## config.mk

```make
export PLATFORM = sky130hd
export DESIGN_NAME = sipo_rx
export DESIGN_NICKNAME = d
export VERILOG_FILES = /design/src/rtl/sipo_pkg.sv /design/src/rtl/sipo_shift_core.sv /design/src/rtl/sipo_rx.sv
export SDC_FILE = /design/constraint.sdc
export NUM_CORES = 1
export LEC_CHECK = 0
export ABC_AREA = 1
export ABC_CLOCK_PERIOD_IN_PS = 1300
export BUFFER_PORTS_ARGS = -buffer_cell sky130_fd_sc_hd__buf_2
export CAP_MARGIN = 40
export CELL_PAD_IN_SITES_DETAIL_PLACEMENT = 1
export CELL_PAD_IN_SITES_GLOBAL_PLACEMENT = 1
export CORE_MARGIN = 8
export CORE_UTILIZATION = 41
export CTS_BUF_LIST = sky130_fd_sc_hd__clkbuf_8
export DETAILED_ROUTE_END_ITERATION = 8
export PLACE_DENSITY = 0.77
export SLEW_MARGIN = 10
export SYNTH_ARGS = -nofsm -noshare
export SYNTH_HDL_FRONTEND = slang
export SYNTH_SLANG_ARGS = --single-unit
```

## constraint.sdc

```tcl
create_clock -name clk -period 1.3 [get_ports clk]
set_clock_uncertainty 0.05 [all_clocks]
set_input_delay 0.195 -clock clk [delete_from_list [all_inputs] [get_ports clk]]
set_output_delay 0.195 -clock clk [all_outputs]
set_load 0.01 [all_outputs]
```

## src/rtl/sipo_pkg.sv

```systemverilog
// Purpose : shared types and helpers for the sipo_rx serial frame receiver.
// Latency : n/a (types and constant functions only).
// Backpressure: n/a.
// Contents: state_t FSM encoding, STATE_W, cnt_w() bit-counter width helper.
package sipo_pkg;

   localparam int STATE_W = 2;

   typedef enum logic [STATE_W-1:0] {
      IDLE   = 2'd0,
      SHIFT  = 2'd1,
      PARITY = 2'd2
   } state_t;

   // Counter width needed to count WIDTH data bits (minimum one bit).
   function automatic int cnt_w(input int width);
      return (width > 1) ? $clog2(width) : 1;
   endfunction

endpackage

```

## src/rtl/sipo_shift_core.sv

```systemverilog
// Purpose : data shift register plus data-bit counter for sipo_rx.
// Latency : one bit per enabled clk; last_bit is combinational from the counter.
// Backpressure: none; the shift is driven purely by shift_en.
// Ports   : clk, rst (async, active-high), clr (restart bit count), shift_en,
//           si (serial bit), sr (assembled word), last_bit (current shift is the final data bit).
module sipo_shift_core
   import sipo_pkg::*;
#(
   parameter int WIDTH     = 4,
   parameter bit MSB_FIRST = 1'b1
) (
   input  logic             clk,
   input  logic             rst,
   input  logic             clr,
   input  logic             shift_en,
   input  logic             si,
   output logic [WIDTH-1:0] sr,
   output logic             last_bit
);

   localparam int CNT_W = cnt_w(WIDTH);

   logic [CNT_W-1:0] cnt;

   assign last_bit = (cnt == CNT_W'(WIDTH - 1));

   always_ff @(posedge clk or posedge rst) begin
      if (rst) begin
         sr  <= '0;
         cnt <= '0;
      end else if (clr) begin
         cnt <= '0;
      end else if (shift_en) begin
         // Wrap explicitly so non-power-of-two widths restart cleanly.
         cnt <= last_bit ? '0 : cnt + CNT_W'(1);
         if (MSB_FIRST) begin
            sr <= {sr[WIDTH-2:0], si};
         end else begin
            sr <= {si, sr[WIDTH-1:1]};
         end
      end
   end

endmodule

```

## src/rtl/sipo_rx.sv

```systemverilog
// Purpose : serial-to-parallel frame receiver (start bit, WIDTH data bits, optional parity).
// Latency : dout_valid rises WIDTH+1 clk after the start bit is sampled (WIDTH+2 with parity).
// Backpressure: one-word output register held until dout_ready; a word completing while the
//               register is full and not being accepted is dropped with a one-cycle overrun pulse.
// Ports   : clk, rst (async, active-high), si, dout/dout_valid/dout_ready, dout_perr, overrun, busy.
// Config  : define SIPO_PARITY_EN to add an even-parity bit after the data bits.
module sipo_rx
   import sipo_pkg::*;
#(
   parameter int WIDTH     = 4,
   parameter bit MSB_FIRST = 1'b1
) (
   input  logic             clk,
   input  logic             rst,
   input  logic             si,
   output logic [WIDTH-1:0] dout,
   output logic             dout_valid,
   input  logic             dout_ready,
   output logic             dout_perr,
   output logic             overrun,
   output logic             busy
);

   state_t           state_q;
   state_t           state_d;
   logic             start;
   logic             shift_en;
   logic             last_bit;
   logic             word_done_d;
   logic             word_done_q;
   logic             load;
   logic [WIDTH-1:0] sr;

   sipo_shift_core #(
      .WIDTH     (WIDTH),
      .MSB_FIRST (MSB_FIRST)
   ) u_core (
      .clk      (clk),
      .rst      (rst),
      .clr      (start),
      .shift_en (shift_en),
      .si       (si),
      .sr       (sr),
      .last_bit (last_bit)
   );

   // State register.
   always_ff @(posedge clk or posedge rst) begin
      if (rst) begin
         state_q <= IDLE;
      end else begin
         state_q <= state_d;
      end
   end

   // Next-state logic.
   always_comb begin
      state_d = state_q;
      case (state_q)
         IDLE: begin
            if (si) begin
               state_d = SHIFT;
            end
         end
         SHIFT: begin
            if (last_bit) begin
`ifdef SIPO_PARITY_EN
               state_d = PARITY;
`else
               state_d = IDLE;
`endif
            end
         end
         PARITY: begin
            state_d = IDLE;
         end
         default: begin
            state_d = IDLE;
         end
      endcase
   end

   // FSM outputs.
   always_comb begin
      busy        = (state_q != IDLE);
      start       = (state_q == IDLE) && si;
      shift_en    = (state_q == SHIFT);
`ifdef SIPO_PARITY_EN
      word_done_d = (state_q == PARITY);
`else
      word_done_d = (state_q == SHIFT) && last_bit;
`endif
   end

   // Word-complete is registered so the output register loads the cycle after the
   // final frame bit; sr cannot change in that cycle because a new frame's first
   // data bit is at least one cycle behind its start bit.
   always_ff @(posedge clk or posedge rst) begin
      if (rst) begin
         word_done_q <= 1'b0;
      end else begin
         word_done_q <= word_done_d;
      end
   end

   assign load = word_done_q && (!dout_valid || dout_ready);

   always_ff @(posedge clk or posedge rst) begin
      if (rst) begin
         dout       <= '0;
         dout_valid <= 1'b0;
         overrun    <= 1'b0;
      end else begin
         overrun <= word_done_q && !load;
         if (load) begin
            dout       <= sr;
            dout_valid <= 1'b1;
         end else if (!word_done_q && dout_ready) begin
            dout_valid <= 1'b0;
         end
      end
   end

`ifdef SIPO_PARITY_EN
   // Running XOR over data and parity bits; nonzero at frame end means odd parity.
   logic par_acc;

   always_ff @(posedge clk or posedge rst) begin
      if (rst) begin
         par_acc <= 1'b0;
      end else if (start) begin
         par_acc <= 1'b0;
      end else if ((state_q == SHIFT) || (state_q == PARITY)) begin
         par_acc <= par_acc ^ si;
      end
   end

   always_ff @(posedge clk or posedge rst) begin
      if (rst) begin
         dout_perr <= 1'b0;
      end else if (load) begin
         dout_perr <= par_acc;
      end
   end
`else
   assign dout_perr = 1'b0;
`endif

endmodule

```

==> flow_summary.ini <==
[layout]
num-fill-cells = 167
syn2layout_area_growth_pct = 17.2
insertedDiodeCount = 0
drive_gt1_share_pct = 25.3
layout.nets = 83
design_area_um2 = 698

[sta]
fmax_ghz = 0.840
tightest_slew_ns = 0.512
finalSetupViolCount = 0
final_hold_viol_count = 0
layout_min_cycle_time_ns = 1.19
report.final.slew_viol_count = 0
relSlewSlack_pct = 65.8
rsz0062_at_grt = false
fin_crit_sh_pct = 91.6
setup_tns_ns = 0

[critical_path]
worstPathCellList = buf_2
crit_path_start_kind = register
critical_path_class = reg -> out
cp_data_required_time_ns = 1.05
worst-path-max-fanout = 11
crit_slowest_cell = dfrtp_2
critPathBufInv = 1
cp_data_arrival_time_ns = 0.95
end_kind = output pin
max_stage_delay_ns = 0.51
crit_family = flip-flops

[placed_design]
dpl.hpwl_um = 818
placed_cell_area_um2 = 646
io_buffers = 10
routabilityCongestion = 0.695

[logic_synthesis]
syn-cell-area_um2 = 596
synthCells = 63
yosysWarnings = 0
synth_cell_types = 16
avgSynthCellArea_um2 = 9.45
synth-seq-area-share_pct = 58.8
yosys.area.top_type = dfrtp_1
ys_seq_elements = 14
syn_nets = 69
synthTopCellsByArea = dfrtp_1, nand2_1, inv_1
yosysTopAreaCellShare_pct = 58.8

[drt]
vias_per_cell = 4.74
drc_errors = 0
vias = 427
antenna_left = 0
wl_per_cell_um = 12.0
first_pass_iters = 3
drt_iter0_drc = 6
wl_mm = 1.08

[job]
cap_violations = 0

[floorplan]
rows = 13
core_area_mm2 = 0.00133
ios = 12
die_w_um = 54.1
die_area_mm2 = 0.00293
initial_core_util_pct = 44.7
die_h_um = 54.1

[status]
outcome = finished clean

[grt]
grt_usage_pct = 8.91
grt-ovfl-total = 0
grt_pass1_vias = 466
grt_max_degree = 15
grt_antenna_before_repair = 0
grt_pass1_wl_mm = 1.84

[pwr]
p_sw_mw = 0.584
intPower_mw = 1.03
p_comb_share_pct = 29.8
leakage_nw = 0.404
swShare_pct = 36.1
power_density_mw_per_mm2 = 2310
irDropWorstVdd_uv = 942
pwr-share-clk_pct = 21.4
p_seq_share_pct = 48.8

[worst_hold_path]
hold_class = in -> reg

[cts]
cts.sinks = 14
postCtsSetupRepairBufs = 0
clockBufferDepth = 2
clk-insertion-delay-late_ns = 0.24
clk_pin_slew_worst_paths_ns = 0.05
root_buffer = clkbuf_8
numCtsBuffers = 3
tritoncts = built
h-tree-depth = 1
[worst register-to-register path, delay by kind of cell, from the launching register on]
family	cells	cell delay, ns
DFF	1	0.41
adders and majority gates	1	0.31
and+or+nand+nor	2	0.12
[synth_stat cells, drive strengths merged]
cell type	n
nand2	24
a21oi	2
inv	9
ha	2
nor2	3
conb	1
dfrtp	14
buf	2
o21ai	2
nand3	4
[final timing paths]
kind / start / slack [ns] / end / depth (start not counted)
worst max-delay path: state_q[0] / 0.11 / busy / 1
worst min-delay path: si / 0.18 / u_core.sr[0] / 3
worst max register to register: u_core.cnt[0] / 0.31 / u_core.cnt[1] / 3
worst min register to register: dout[3] / 0.41 / dout[3] / 2
max in group asynchronous: rst / 0.35 / state_q[0] / 3
min in group asynchronous: rst / 0.48 / u_core.sr[0] / 3
[power groups by stage]
stage          clock network [mW]  registers [mW]  logic (mW)
2_1_floorplan                   0           0.769       0.361
3_3_place_gp                    0           0.780       0.466
3_5_place_dp                    0           0.794       0.493
4_1_cts                     0.357           0.791       0.497
5_1_grt                     0.379           0.819       0.566
6_report                    0.345           0.789       0.481
[stage by stage]
| step | instances | hold slack (ns) | setup slack [ns] | power (mW) | util (%) |
|---|---|---|---|---|---|
| 6_report | 90 | 0.180 | 0.109 | 1.62 | 52.3 |
| 5_1_grt | 90 | 0.217 | 0.0628 | 1.76 | 52.3 |
| 4_1_cts | 90 | 0.176 | 0.0974 | 1.65 | 52.3 |
| 3_5_place_dp | 86 | 0.207 | 0.217 | 1.29 | 48.4 |
| 3_3_place_gp | 86 | 0.207 | 0.253 | 1.25 | 48.4 |
| 2_1_floorplan | 63 | 0.0342 | 0.364 | 1.13 | - |
[sequential cells by signal (all words and copies together) (netlist names)]
signal and cells:
overrun 1, u_core.cnt 2, dout_valid 1, u_core.sr 4, state_q 1, dout 4, word_done_q 1
[kinds of logic (layout without fill, tap and decap cells)]
family          count (synthesis)  count (layout)  synth area share (%)
simple gates                   31              31                  23.5
flops                          14              14                  58.8
buf+inv                        11              23                  8.83
compound gates                  4               4                  3.99
fa+ha+maj                       2               2                  4.20
other cells                     1               1                 0.630
[per-layer routing]
layer	global-route usage (%)	share of wire [%]	wire length, µm	vias up
met3	1.93	7.0	76	5
met2	15.3	50	546	13
met1	8.12	37	405	199
met4	9.84	5.1	55	0
li1	-	-	-	210
met5	0	0	0	-
[layout make-up]
class	count	area [µm²]	share of cell area, %
Clock buffer	3	41.3	5.91
Inverter	9	33.8	4.84
Multi-Input combinational cell	38	193	27.6
Sequential cell	14	352	50.4
Tap cell	15	18.8	2.69
Timing Repair Buffer	11	60.1	8.60
[placed cells by master, fill, tap and decap left out, drive strengths merged]
cell type / n
buf: 10
o21ai: 2
clkbuf: 3
conb: 1
dlygate4sd3: 1
nor2: 3
nand2: 24
dfrtp: 14
ha: 2
inv: 9
nand3: 4
a21oi: 2
[repair_timing]
item                                   4_1_cts  5_1_grt
hold buffers                                 1        0
setup endpoints to repair                    1        0
endpoints found under the hold margin       14        0
gates resized for setup                      1        0
Power figures use the tool's default switching activity.
